File: src/rtl/wb_la_master.sv
// wb_la_master: Wishbone classic initiator that runs one single read/write per accepted command.
// Optional REQ timeout abort enabled by defining WB_LA_MASTER_TIMEOUT_EN.
module wb_la_master #(
    parameter int AW        = 32,
    parameter int DW        = 32,
    parameter int TO_CYCLES = 255
) (
    input  logic            wb_clk_i,
    input  logic            wb_rst_i,
    input  logic            cmd_valid,
    output logic            cmd_ready,
    input  logic            cmd_we,
    input  logic [AW-1:0]   cmd_adr,
    input  logic [DW-1:0]   cmd_dat,
    input  logic [DW/8-1:0] cmd_sel,
    output logic            rsp_valid,
    output logic [DW-1:0]   rsp_dat,
    output logic            rsp_err,
    output logic            busy,
    output logic            wbm_cyc_o,
    output logic            wbm_stb_o,
    output logic            wbm_we_o,
    output logic [DW/8-1:0] wbm_sel_o,
    output logic [AW-1:0]   wbm_adr_o,
    output logic [DW-1:0]   wbm_dat_o,
    input  logic [DW-1:0]   wbm_dat_i,
    input  logic            wbm_ack_i
);
    typedef enum logic [1:0] {IDLE, REQ, RESP} state_t;
    state_t state, state_next;
    logic accept, ack, timeout;
    assign accept    = cmd_valid && state == IDLE;
    assign ack       = wbm_ack_i && state == REQ;
    assign cmd_ready = state == IDLE;
    assign wbm_cyc_o = state == REQ;
    assign wbm_stb_o = state == REQ;
    assign rsp_valid = state == RESP;
    assign busy      = state != IDLE;
`ifdef WB_LA_MASTER_TIMEOUT_EN
    logic [15:0] cnt;
    // ack takes priority over an expiry on the same edge
    assign timeout = state == REQ && !wbm_ack_i && cnt == 16'(TO_CYCLES - 1);
    always_ff @(posedge wb_clk_i or posedge wb_rst_i) begin
        if (wb_rst_i) cnt <= '0;
        else if (accept) cnt <= '0;
        else if (state == REQ && !wbm_ack_i) cnt <= cnt + 16'd1;
    end
`else
    assign timeout = 1'b0;
`endif
    always_comb begin
        state_next = state;
        case (state)
            IDLE:    state_next = cmd_valid ? REQ : IDLE;
            REQ:     state_next = (ack || timeout) ? RESP : REQ;
            default: state_next = IDLE;
        endcase
    end
    always_ff @(posedge wb_clk_i or posedge wb_rst_i) begin
        if (wb_rst_i) state <= IDLE;
        else state <= state_next;
    end
    always_ff @(posedge wb_clk_i or posedge wb_rst_i) begin
        if (wb_rst_i) begin
            wbm_we_o  <= 1'b0;
            wbm_sel_o <= '0;
            wbm_adr_o <= '0;
            wbm_dat_o <= '0;
            rsp_dat   <= '0;
            rsp_err   <= 1'b0;
        end else begin
            if (accept) begin
                wbm_we_o  <= cmd_we;
                wbm_sel_o <= cmd_sel;
                wbm_adr_o <= cmd_adr;
                wbm_dat_o <= cmd_dat;
            end else if (state == RESP) begin
                wbm_we_o  <= 1'b0;
                wbm_sel_o <= '0;
                wbm_adr_o <= '0;
                wbm_dat_o <= '0;
            end
            if (ack) begin
                rsp_dat <= wbm_we_o ? '0 : wbm_dat_i;
                rsp_err <= 1'b0;
            end else if (timeout) begin
                rsp_dat <= '0;
                rsp_err <= 1'b1;
            end
        end
    end
endmodule

File: config.mk
export PLATFORM = sky130hd
export DESIGN_NAME = wb_la_master
export DESIGN_NICKNAME = d
export VERILOG_FILES = /design/src/rtl/wb_la_master.sv
export SDC_FILE = /design/constraint.sdc
export NUM_CORES = 1
export LEC_CHECK = 0
export CORE_ASPECT_RATIO = 1.4
export CORE_MARGIN = 2
export CORE_UTILIZATION = 42
export DETAILED_ROUTE_END_ITERATION = 10
export GPL_ROUTABILITY_DRIVEN = 0
export GPL_TIMING_DRIVEN = 0
export PLACE_DENSITY = 0.86
export REMOVE_ABC_BUFFERS = 1
export SYNTH_ARGS = -nofsm -noshare
export SYNTH_HDL_FRONTEND = slang
export SYNTH_SLANG_ARGS = --single-unit
File: constraint.sdc
create_clock -name wb_clk_i -period 3.5 [get_ports wb_clk_i]
set_input_delay 0.525 -clock wb_clk_i [delete_from_list [all_inputs] [get_ports wb_clk_i]]
set_output_delay 0.525 -clock wb_clk_i [all_outputs]
set_load 0.02 [all_outputs]
==> key figures <==
Power
  • Pwr dens: 850 nW/um^2
  • Pleak: 3.08 nW
  • Worst VDD drop: 0.475 mV
  • Power after layout: 6.12 mW

Timing
  • Final Hold Slack: 0.500 ns
  • Final min period: 2.72 ns
  • Fin. Hold Viols: 0
  • Fmax: 368 MHz
  • Final Skew: 0.0115 ns
  • Max-slew violation count: 0
  • Tightest Pin Transition: 1.29 ns
  • Slew headroom: 14.2%
  • Endpoints failing setup: 0
  • Setup slack after layout: 0.784 ns
  • Period Utilization, post-route: 77.6%
  • RSZ-0062 raised after global routing: false

Layout
  • Ratio of cells with drive above 1 in the final layout: 10.4%
  • Leading cell types in the layout, fill and taps excluded: 209 x clkdlybuf4s50_1, 101 x dfrtp_1, 37 x inv_1
  • Area delta synth->final: 54.3%
  • Nets: 688
  • Fill cells: 787
  • Register area: 2580 sq um
  • Most common cell after layout, fill and taps aside: clkdlybuf4s50_1
  • Multi-input gate area: 1770 sq um
  • ANT cells: 0

Worst setup path
  • Crit-path slowest cell: dfrtp_1
  • Critical path, cell by cell: clkdlybuf4s50_1
  • Worst EP arrival: 2.19 ns
  • Startpoint Class: flip-flop
  • CP max stage delay: 1.06 ns
  • Max FO, Critical Path: 35
  • CP endpoint kind: output port
  • Crit path kind: flip-flop to output port
  • Crit path max-delay family: flip-flops
  • WP data required: 2.97 ns
  • Buffers and inverters on the worst path: 1

Clocking
  • Root buffer cell: clkbuf_16
  • Htree depth: 3
  • CTS Hold Bufs: 0
  • CTS Buffer Depth: 2
  • Post-CTS setup buffers: 0
  • Num CTS Buffers: 9
  • Clock latency on the worst-skew pair: 0.35 ns
  • CTS tree: built
  • # clock sinks: 103
  • Reg clk slew, reported paths: 0.07 ns
  • CTS resizes: 0

Detailed routing
  • Initial DRC Count: 198
  • Antenna-violating nets left: 0
  • Drt drc: 0
  • Wire per inst: 17.4 microns
  • Vias per inst: 5.14
  • First-pass DRT Iterations: 4
  • Routed WL: 12700 microns
  • Via count: 3749

Floorplan
  • Num ports: 212
  • Die H: 129 microns
  • Die X: 93.1 microns
  • Die area: 12000 sq um
  • Placement row count: 45
  • Core ar.: 10900 sq um
  • Starting Density: 43.0%

Logic synthesis
  • Synth unique cells: 21
  • Seq cells post-synth: 103
  • Yosys warns: 0
  • Prevailing post-synth register cell: dfrtp_1
  • Synth async-reset ratio: 100%
  • Post-synth EDFFs: 0
  • Syn Area/Cell: 11.9 sq um
  • Post-synthesis cell count: 394
  • Seq/Total Area, Yosys: 55.2%
  • Post-Syn Area: 4670 sq um

Place
  • Post-DP HPWL: 8910 microns
  • Worst slack at placement: -0.0631 ns
  • Number of port buffers: 210

GRT
  • Vias in the first global route: 3874
  • Largest net degree at the start of global routing: 72
  • Global-route wire length before repair: 19500 microns
  • Total track usage: 20.8%
  • Initial antenna violation count: 0
  • Congestion Overflow GR: 0

Min path
  • Hold Path Class: flip-flop to flip-flop

Run
  • Max-capacitance violation count: 0

Outcome
  • Status: completed
## stage by stage
step	setup TNS (ns)	util (%)	cells	cell area, sq um
after floorplan	0	-	357	4470
after global placement	-143.22	62.1	708	6750
after detailed placement	-0.442	63.2	713	6870
after CTS	0	66.4	729	7210
after global routing	0	66.3	729	7210
final	0	66.3	729	7210
## state kept, by name (all words and copies together), names as in the netlist
name and cells:
wbm_dat_o 32, wbm_sel_o 4, rsp_dat 32, wbm_we_o 1, wbm_adr_o 32, state 2
## synthesized netlist by cell type, types with 2 or more instances
master | number | area [sq um]
a22o_1 | 33 | 289
buf_2 | 13 | 65.1
buf_4 | 3 | 22.5
buf_6 | 4 | 45.0
clkbuf_1 | 17 | 63.8
dfrtp_1 | 103 | 2580
inv_1 | 38 | 143
mux2_2 | 3 | 33.8
mux2_4 | 29 | 435
nand2_1 | 36 | 135
nand2b_1 | 2 | 12.5
nand3b_1 | 36 | 270
nor2b_1 | 34 | 213
o221ai_1 | 36 | 315
## cell type report
| type | instances | share of cell area [%] |
|---|---|---|
| Clock buffer | 9 | 3.12 |
| Clock inverter | 7 | 1.68 |
| Inverter | 38 | 2.01 |
| Multi-Input combinational cell | 216 | 24.5 |
| Sequential cell | 103 | 35.8 |
| Tap cell | 141 | 2.45 |
| Timing Repair Buffer | 215 | 30.4 |
## final timing paths
path | cells after the start | slack (ns) | start | to
setup / recovery | 1 | 0.78 | wbm_we_o$_DFFE_PP0P_ | wbm_we_o
hold / removal | 1 | 0.50 | wbm_adr_o[28]$_DFFE_PP0P_ | wbm_adr_o[28]$_DFFE_PP0P_
setup reg to reg | 2 | 1.12 | state[1]$_DFF_PP0_ | wbm_dat_o[3]$_DFFE_PP0P_
hold reg to reg | 1 | 0.50 | wbm_adr_o[28]$_DFFE_PP0P_ | wbm_adr_o[28]$_DFFE_PP0P_
max in group asynchronous | 3 | 2.18 | wb_rst_i | state[1]$_DFF_PP0_
min in group asynchronous | 2 | 0.62 | wb_rst_i | wbm_adr_o[13]$_DFFE_PP0P_
## report_power, final
part / leakage (nW) / total (mW) / internal (mW) / switching, mW
clock network: 0.158 / 1.15 / 0.700 / 0.452
registers: 1.29 / 2.10 / 1.69 / 0.412
logic: 1.64 / 2.87 / 1.54 / 1.34
total: 3.08 / 6.12 / 3.92 / 2.20
## routing by layer
| layer | GRT usage (%) | vias to the layer above | part of all wire (%) | wire length (microns) |
|---|---|---|---|---|
| li1 | - | 1742 | - | - |
| met2 | 37.6 | 147 | 55 | 6930 |
| met5 | 0 | - | 0 | 0 |
| met4 | 7.79 | 0 | 2.3 | 296 |
| met1 | 24.2 | 1842 | 38 | 4860 |
| met3 | 4.39 | 18 | 4.7 | 599 |
## logic make-up after synthesis
family / after synthesis / share of synthesized area [%]
AND/OR/NAND/NOR: 112 / 14.2
multiplexers: 32 / 10.0
AO/OA/AOI/OAI: 71 / 13.2
buffers and inverters: 75 / 7.26
other: 1 / 0.0803
flip-flops: 103 / 55.2
No activity file was read; power rests on OpenSTA's default activity.
